File: src/rtl/imem_writer_if.sv
`default_nettype none
// ============================================================================
//  Module   : imem_writer_if
//  Purpose  : Bundles the load-control, byte-stream and instruction-memory
//             write signals of the imem_writer block.
//  Modports : master - load controller / byte source / memory side
//             slave  - the imem_writer block itself
//  Signals  : start, base_addr, word_count, abort  (load control)
//             byte_in, byte_valid, byte_ready       (byte stream)
//             mem_we, mem_addr, mem_wdata           (memory write port)
//             busy, done                            (status)
//  Revision : 1.0 - initial release
// ============================================================================
interface imem_writer_if #(
    parameter int ADDR_W = 10,
    parameter int CNT_W  = 11
);
    logic              start;
    logic [ADDR_W-1:0] base_addr;
    logic [CNT_W-1:0]  word_count;
    logic              abort;
    logic [7:0]        byte_in;
    logic              byte_valid;
    logic              byte_ready;
    logic              mem_we;
    logic [ADDR_W-1:0] mem_addr;
    logic [31:0]       mem_wdata;
    logic              busy;
    logic              done;

    modport master (
        output start, base_addr, word_count, abort, byte_in, byte_valid,
        input  byte_ready, mem_we, mem_addr, mem_wdata, busy, done
    );

    modport slave (
        input  start, base_addr, word_count, abort, byte_in, byte_valid,
        output byte_ready, mem_we, mem_addr, mem_wdata, busy, done
    );
endinterface
`default_nettype wire

File: src/rtl/imem_writer.sv
`default_nettype none
// ============================================================================
//  Module   : imem_writer
//  Purpose  : Assembles an MSB-first byte stream into 32-bit instruction words
//             and writes them to consecutive instruction-memory addresses.
//  Ports    : clk   - single clock, rising edge
//             rst_n - asynchronous active-low reset
//             bus   - imem_writer_if.slave (load control, byte stream,
//                     memory write port, busy/done status)
//  Revision : 1.0 - initial release
// ============================================================================
module imem_writer #(
    parameter int ADDR_W = 10,
    parameter int CNT_W  = 11
) (
    input  wire logic         clk,
    input  wire logic         rst_n,
    imem_writer_if.slave      bus
);

    typedef enum logic [1:0] {
        S_IDLE    = 2'd0,
        S_COLLECT = 2'd1,
        S_WRITE   = 2'd2,
        S_FINISH  = 2'd3
    } state_t;

    state_t            r_state;
    logic [ADDR_W-1:0] r_addr;
    logic [CNT_W-1:0]  r_remain;
    logic [1:0]        r_byte_cnt;
    logic [31:0]       r_word;

    state_t            w_state_nxt;
    logic [ADDR_W-1:0] w_addr_nxt;
    logic [CNT_W-1:0]  w_remain_nxt;
    logic [1:0]        w_byte_cnt_nxt;
    logic [31:0]       w_word_nxt;
    logic [CNT_W-1:0]  w_remain_dec;

    assign w_remain_dec = r_remain - CNT_W'(1);

    // ------------------------------------------------------------------------
    // State register
    // ------------------------------------------------------------------------
    always_ff @(posedge clk or negedge rst_n) begin
        if (!rst_n) begin
            r_state    <= S_IDLE;
            r_addr     <= '0;
            r_remain   <= '0;
            r_byte_cnt <= '0;
            r_word     <= '0;
        end else begin
            r_state    <= w_state_nxt;
            r_addr     <= w_addr_nxt;
            r_remain   <= w_remain_nxt;
            r_byte_cnt <= w_byte_cnt_nxt;
            r_word     <= w_word_nxt;
        end
    end

    // ------------------------------------------------------------------------
    // Next-state and datapath update
    // ------------------------------------------------------------------------
    always_comb begin
        w_state_nxt    = r_state;
        w_addr_nxt     = r_addr;
        w_remain_nxt   = r_remain;
        w_byte_cnt_nxt = r_byte_cnt;
        w_word_nxt     = r_word;

        unique case (r_state)
            S_IDLE: begin
                if (bus.start) begin
                    if (bus.word_count != '0) begin
                        w_state_nxt    = S_COLLECT;
                        w_addr_nxt     = bus.base_addr;
                        w_remain_nxt   = bus.word_count;
                        w_byte_cnt_nxt = '0;
                    end else begin
                        // Empty load: report completion without touching memory.
                        w_state_nxt = S_FINISH;
                    end
                end
            end

            S_COLLECT: begin
                if (bus.abort) begin
                    // Any partially assembled word is thrown away.
                    w_state_nxt    = S_IDLE;
                    w_byte_cnt_nxt = '0;
                    w_word_nxt     = '0;
                end else if (bus.byte_valid) begin
                    // Shift left so the first byte ends up in bits [31:24].
                    w_word_nxt     = {r_word[23:0], bus.byte_in};
                    w_byte_cnt_nxt = r_byte_cnt + 2'd1;
                    if (r_byte_cnt == 2'd3) begin
                        w_state_nxt = S_WRITE;
                    end
                end
            end

            S_WRITE: begin
                // Address wraps naturally at 2^ADDR_W.
                w_addr_nxt   = r_addr + ADDR_W'(1);
                w_remain_nxt = w_remain_dec;
                if (bus.abort) begin
                    // The write strobe of this cycle still goes out, but the
                    // load ends here without a done pulse.
                    w_state_nxt = S_IDLE;
                end else if (w_remain_dec == '0) begin
                    w_state_nxt = S_FINISH;
                end else begin
                    w_state_nxt = S_COLLECT;
                end
            end

            S_FINISH: begin
                w_state_nxt = S_IDLE;
            end

            default: begin
                w_state_nxt = S_IDLE;
            end
        endcase
    end

    // ------------------------------------------------------------------------
    // Outputs are decoded from registered state only
    // ------------------------------------------------------------------------
    assign bus.byte_ready = (r_state == S_COLLECT);
    assign bus.mem_we     = (r_state == S_WRITE);
    assign bus.done       = (r_state == S_FINISH);
    assign bus.busy       = (r_state != S_IDLE);
    assign bus.mem_addr   = r_addr;
    assign bus.mem_wdata  = r_word;

endmodule
`default_nettype wire

File: src/flat_wrapper.sv
// flat-port wrapper written by rule: the top's interface ports become plain ports
module imem_writer_flat 
#(
    parameter int ADDR_W = 10,
    parameter int CNT_W  = 11
)
  (clk, rst_n, bus_start, bus_base_addr, bus_word_count, bus_abort, bus_byte_in, bus_byte_valid, bus_byte_ready, bus_mem_we, bus_mem_addr, bus_mem_wdata, bus_busy, bus_done);
  imem_writer_if #(.ADDR_W(ADDR_W), .CNT_W(CNT_W)) bus_i ();
  input  wire logic clk;
  input  wire logic rst_n;
  input wire logic [$bits(bus_i.start)-1:0] bus_start;
  input wire logic [$bits(bus_i.base_addr)-1:0] bus_base_addr;
  input wire logic [$bits(bus_i.word_count)-1:0] bus_word_count;
  input wire logic [$bits(bus_i.abort)-1:0] bus_abort;
  input wire logic [$bits(bus_i.byte_in)-1:0] bus_byte_in;
  input wire logic [$bits(bus_i.byte_valid)-1:0] bus_byte_valid;
  output wire logic [$bits(bus_i.byte_ready)-1:0] bus_byte_ready;
  output wire logic [$bits(bus_i.mem_we)-1:0] bus_mem_we;
  output wire logic [$bits(bus_i.mem_addr)-1:0] bus_mem_addr;
  output wire logic [$bits(bus_i.mem_wdata)-1:0] bus_mem_wdata;
  output wire logic [$bits(bus_i.busy)-1:0] bus_busy;
  output wire logic [$bits(bus_i.done)-1:0] bus_done;
  assign bus_i.start = bus_start;
  assign bus_i.base_addr = bus_base_addr;
  assign bus_i.word_count = bus_word_count;
  assign bus_i.abort = bus_abort;
  assign bus_i.byte_in = bus_byte_in;
  assign bus_i.byte_valid = bus_byte_valid;
  assign bus_byte_ready = bus_i.byte_ready;
  assign bus_mem_we = bus_i.mem_we;
  assign bus_mem_addr = bus_i.mem_addr;
  assign bus_mem_wdata = bus_i.mem_wdata;
  assign bus_busy = bus_i.busy;
  assign bus_done = bus_i.done;
  imem_writer #(.ADDR_W(ADDR_W), .CNT_W(CNT_W)) u_core (.clk(clk), .rst_n(rst_n), .bus(bus_i));
endmodule
File: config.mk
export PLATFORM = sky130hd
export DESIGN_NAME = imem_writer_flat
export DESIGN_NICKNAME = d
export VERILOG_FILES = /design/src/rtl/imem_writer_if.sv /design/src/rtl/imem_writer.sv /design/src/flat_wrapper.sv
export SDC_FILE = /design/constraint.sdc
export NUM_CORES = 1
export LEC_CHECK = 0
export ABC_AREA = 0
export CAP_MARGIN = 10
export CORE_MARGIN = 2
export CORE_UTILIZATION = 48
export CTS_CLUSTER_SIZE = 24
export DETAILED_ROUTE_END_ITERATION = 6
export HOLD_SLACK_MARGIN = 0.15
export PLACE_DENSITY_LB_ADDON = 0.05
export SLEW_MARGIN = 10
export SYNTH_ARGS = -nofsm -noshare
export SYNTH_HDL_FRONTEND = slang
export SYNTH_SLANG_ARGS = --single-unit
File: constraint.sdc
create_clock -name clk -period 2.6 [get_ports clk]
set_clock_uncertainty 0.1 [all_clocks]
set_input_delay 0.65 -clock clk [delete_from_list [all_inputs] [get_ports clk]]
set_output_delay 0.65 -clock clk [all_outputs]
set_load 0.01 [all_outputs]
==> results of run 1 <==
-- path summary, 6_finish.rpt --
kind | startpoint | endpoint | slack (ns) | cells past startpoint
max | u_core.r_state[0] | bus_mem_we | 0.18 | 3
min | rst_n | u_core.r_remain[9] | 0.20 | 1
max reg2reg | u_core.r_remain[0] | u_core.r_state[1] | 0.45 | 7
min reg2reg | u_core.r_byte_cnt[1] | u_core.r_byte_cnt[1] | 0.40 | 2
max in group asynchronous | rst_n | u_core.r_remain[7] | 1.63 | 2
min in group clk | u_core.r_byte_cnt[1] | u_core.r_byte_cnt[1] | 0.40 | 2
-- flip-flops by register name, summed over array words and instances, names as in the netlist --
signal and cells:
u_core.r_byte_cnt 2, u_core.r_state 2, u_core.r_remain 11, u_core.bus.mem_addr 10, u_core.bus.mem_wdata 32
-- report_power, final --
part	internal, mW	leakage, nW	total (mW)	switching, mW
Clock	0.657	0.122	1.02	0.360
Combinational	0.344	0.805	0.628	0.284
Sequential	1.00	0.733	1.16	0.162
Total	2.00	1.66	2.81	0.806
-- per-layer routing --
metal | wire length [um] | up-vias | GRT usage
met1 | 3320 | 1232 | 0.341
li1 | - | 1218 | -
met4 | 120 | 0 | 0.0966
met3 | 368 | 10 | 0.0478
met5 | 0 | - | 0
met2 | 3340 | 72 | 0.355
-- worst register-to-register path, cell delays in order, from the launching register on --
cell	delay (ns)
dfrtp_1	0.49
inv_1	0.10
ha_1	0.37
nor4b_2	0.32
nand2_1	0.16
xor2_1	0.15
nand4_1	0.13
o31ai_1	0.24
-- layout by cell type (no fill, tap or decap), types with 4 or more instances in the layout --
cell type,Yosys,final
clkdlybuf4s50_1,0,78
dfrtp_1,57,57
a22o_1,32,32
nand2_1,24,24
a21oi_1,24,24
nor2_1,21,21
o21ai_0,16,16
clkbuf_8,0,10
buf_4,1,10
nor3_1,7,7
o22ai_1,7,7
nand3_1,6,6
a31oi_1,4,4
ha_1,4,4
-- area by class of cell --
type / count / area [um2] / area share
clock buffer: 10 / 138 / 0.0347
timing repair buffer: 91 / 901 / 0.227
sequential: 57 / 1430 / 0.360
clock inverter: 5 / 104 / 0.0262
inverter: 4 / 15.0 / 0.00379
tap: 75 / 93.8 / 0.0237
multi-input combinational: 201 / 1290 / 0.325
-- cells by family after synthesis --
family                     synth area share
muxes                               0.00749
AOI/OAI and AO/OA                     0.257
adders and majority gates            0.0176
xor gates and xnor gates            0.00926
and+or+nand+nor                       0.160
DFF                                   0.502
buffers and inverters                0.0454
-- stage by stage --
| step | setup WS [ns] | utilization | hold slack (ns) |
|---|---|---|---|
| detailed placement | 0.0530 | 0.640 | 0.389 |
| global placement | 0.0709 | 0.640 | 0.371 |
| CTS | 0.152 | 0.682 | 0.216 |
| global route | 0.0969 | 0.682 | 0.254 |
| floorplan | 0.475 | - | 0.254 |
| finish | 0.176 | 0.682 | 0.204 |
==> impl_metrics.toml, run 1 <==
[routing]
first_iter_violations = 200
drc_errors = 0
wl_um = 7140
via_per_inst = 5.72
via_count = 2532
antenna_left = 0
wl_per_cell_um = 16.1
dr.pass1.iters = 4

[cells_and_area]
layout-drive-gt1-share = 0.101
final_area_mm2 = 0.00397
fill_cells = 471
nNetsFinal = 402
antenna_cells = 0
area_growth_pct = 39.7
stdcell_count = 443

[clock_tree]
cts_tree = "built"
cts-root-buf = "clkbuf_8"
ctsHoldBuffers = 0
cts_buffers = 9
cts.path.max_buffers = 2
post_cts_buffers = 0
cts_sinks = 57
cts.repair.resized = 0
cts.htree.levels = 3
clk_latency_ns = 0.33
clk_pin_slew_ns = 0.07

[logic_synthesis]
avgSynthCellArea_um2 = 9.96
synth_area_mm2 = 0.00284
ys_warn_count = 0
netlist_instances = 285
yosysMostFrequentCell = "dfrtp_1"
synth_top_cells_by_count = "57 x dfrtp_1, 32 x a22o_1, 24 x a21oi_1, 24 x nand2_1, 21 x nor2_1"
ys_seq_elements = 57
synth_edf_count = 0
yosysTopAreaCellShare = 0.502
yosys-top-cells-area = "dfrtp_1 50%, a22o_1 9.9%, a21oi_1 4.2%"
ys_types = 57
ys_seq_area_frac = 0.502
yosysTopAreaCell = "dfrtp_1"
ys.flop_type = "dfrtp_1"
syn_nets = 323
synthArstFlopShare = 1.00

[timing]
finalCritPeriodShare = 0.932
fmax_mhz = 413
rsz0062_at_grt = "false"
worst_slew_pin_slew_ns = 0.561
finalSetupTns_ns = 0
min_period_ns = 2.42
max_slew_margin = 0.626
setup-violations-final = 0
finalHoldViolations = 0
maxSlewViolCount = 0

[floorplan]
dieArea_mm2 = 0.00655
ios = 80
die_x_um = 80.9
die_y_um = 80.9
start_util = 0.488
rows = 28
core_region_area_mm2 = 0.00582

[global_routing]
grt_usage = 0.239
grt_overflow = 0
grt_pass1_vias = 2359
antenna_found_initial = 0
grt_pass1_wl_um = 11900
grt_max_degree = 36

[critical_path]
slowest_stage = "clkdlybuf4s50_1"
crit_buf_inv = 2
crit_path_start_kind = "register"
slowest_delay_ns = 0.53
critPathCaptureType = "output port"
crit_family = "buffers and inverters"
critical_path_class = "register to output port"
crit_arrival_ns = 1.67
crit_chain = "nand2b_1 -> clkinv_1 -> clkdlybuf4s50_1"
cp.required_ns = 1.85
worstPathMaxFanout = 11

[power_and_ir_drop]
p_per_area_mw_per_mm2 = 708
finalPower_mw = 2.81
peakVddDrop_mv = 0.344
leakagePower_nw = 1.66

[hold_path]
hold_class = "primary input to async pin"

[run]
maxCapViolations = 0

[placement]
dp_hpwl_um = 4950
dpl.cell_count = 428
place_area_mm2 = 0.00372
port_buffers = 79
gp_congestion = 0.822

[status]
status = "finished clean"
Note: power is estimated with default switching activity, not from simulation.
==> run 2, diff against run 1 <==
RECOVER_POWER = 50   (was not set)
==> run 2 against run 1 <==
Against the previous run: non-clock buffer count stayed put; clock power about the same; via count down 0.12%; die area unchanged; final cell count did not move.
==> impl_metrics.toml, run 2 (same netlist as run 1, synthesis figures left out) <==
[timing]
setup-violations-final = 0
finalCritPeriodShare = 0.929
min_period_ns = 2.42
finalSetupTns_ns = 0
fmax_mhz = 414
maxSlewViolCount = 0
finalHoldViolations = 0
max_slew_margin = 0.159
rsz0062_at_grt = "false"
timing.hold.ws_ns = 0.401
setup_ws_ns = 0.184
worst_slew_pin_slew_ns = 1.26

[critical_path]
crit_chain = "nand2b_1 -> clkinv_1 -> clkdlybuf4s50_1"
crit_family = "buffers and inverters"
slowest_stage = "clkdlybuf4s50_1"
crit_path_start_kind = "register"
worstPathMaxFanout = 11
critPathCaptureType = "output port"
crit_buf_inv = 2
critical_path_class = "register to output port"
r2r_cells = 7
crit_arrival_ns = 1.67
cp.depth = 3
cp.required_ns = 1.85
slowest_delay_ns = 0.53

[floorplan]
start_util = 0.488
die_x_um = 80.9
die_y_um = 80.9
dieArea_mm2 = 0.00655
core_region_area_mm2 = 0.00582
ios = 80
rows = 28

[cells_and_area]
fill_cells = 477
final_area_mm2 = 0.00394
register_area_mm2 = 0.00143
layout_commonest_cell = "clkdlybuf4s50_1"
layout-drive-gt1-share = 0.0897
nNetsFinal = 402
stdcell_count = 443
utilization = 0.677
antenna_cells = 0
area_growth_pct = 38.7
largest_reg_flops = 32
mostFrequentLayoutCells = "77 x clkdlybuf4s50_1, 57 x dfrtp_1, 32 x a22o_1"
multi_input_area_mm2 = 0.00129

[clock_tree]
clk_pin_slew_ns = 0.06
cts.path.max_buffers = 2
cts.repair.resized = 0
ctsHoldBuffers = 0
cts_buffers = 9
cts_sinks = 57
cts_tree = "built"
clk_latency_ns = 0.33
cts-root-buf = "clkbuf_8"
post_cts_buffers = 0
cts.htree.levels = 3

[routing]
antenna_left = 0
dr.pass1.iters = 4
first_iter_violations = 178
via_count = 2529
wl_um = 7110
drc_errors = 0
via_per_inst = 5.71
wl_per_cell_um = 16.1

[placement]
place_area_mm2 = 0.00372
port_buffers = 79
gp_congestion = 0.822
dp_hpwl_um = 4950
dpl.cell_count = 428
place_ws_ns = 0.0530

[power_and_ir_drop]
finalPower_mw = 2.80
leakagePower_nw = 1.64
p_per_area_mw_per_mm2 = 710
peakVddDrop_mv = 0.344

[hold_path]
hold_class = "register to register"
hold_depth = 2

[global_routing]
grt_pass1_vias = 2359
grt_overflow = 0
antenna_found_initial = 0
grt_max_degree = 36
grt_usage = 0.239
grt_pass1_wl_um = 11900

[run]
maxCapViolations = 0

[status]
status = "finished clean"
==> run 2: power breakdown <==
group	internal (mW)	leakage (nW)	total, mW	switching, mW
registers	1.00	0.733	1.16	0.161
clock network	0.657	0.122	1.01	0.354
logic	0.338	0.785	0.622	0.284
total	2.00	1.64	2.80	0.800
==> run 2: worst min-delay path, cell delays in order, from the launching register on <==
cell and delay (ns):
dfrtp_1 0.34, nand2_1 0.05, o21ai_0 0.07
==> run 2: layer usage <==
| metal | GRT usage | wire, um |
|---|---|---|
| met1 | 0.341 | 3300 |
| met2 | 0.355 | 3350 |
| met3 | 0.0478 | 376 |
| met4 | 0.0966 | 91 |
| met5 | 0 | 0 |
==> run 2: final cells by class <==
type,instances,share of cell area
Clock buffer,10,0.0350
Clock inverter,5,0.0264
Inverter,4,0.00381
Multi-Input combinational cell,201,0.327
Sequential cell,57,0.362
Tap cell,75,0.0238
Timing Repair Buffer,91,0.222
==> run 2: final timing paths <==
kind	from	to	slack, ns
setup reg to reg	u_core.r_remain[0]	u_core.r_state[1]	0.43
setup / recovery	u_core.r_state[0]	bus_mem_we	0.18
hold / removal	u_core.r_byte_cnt[1]	u_core.r_byte_cnt[1]	0.40
max in group asynchronous	rst_n	u_core.bus.mem_addr[5]	0.64
hold reg to reg	u_core.r_byte_cnt[1]	u_core.r_byte_cnt[1]	0.40
min in group asynchronous	rst_n	u_core.r_remain[9]	0.47
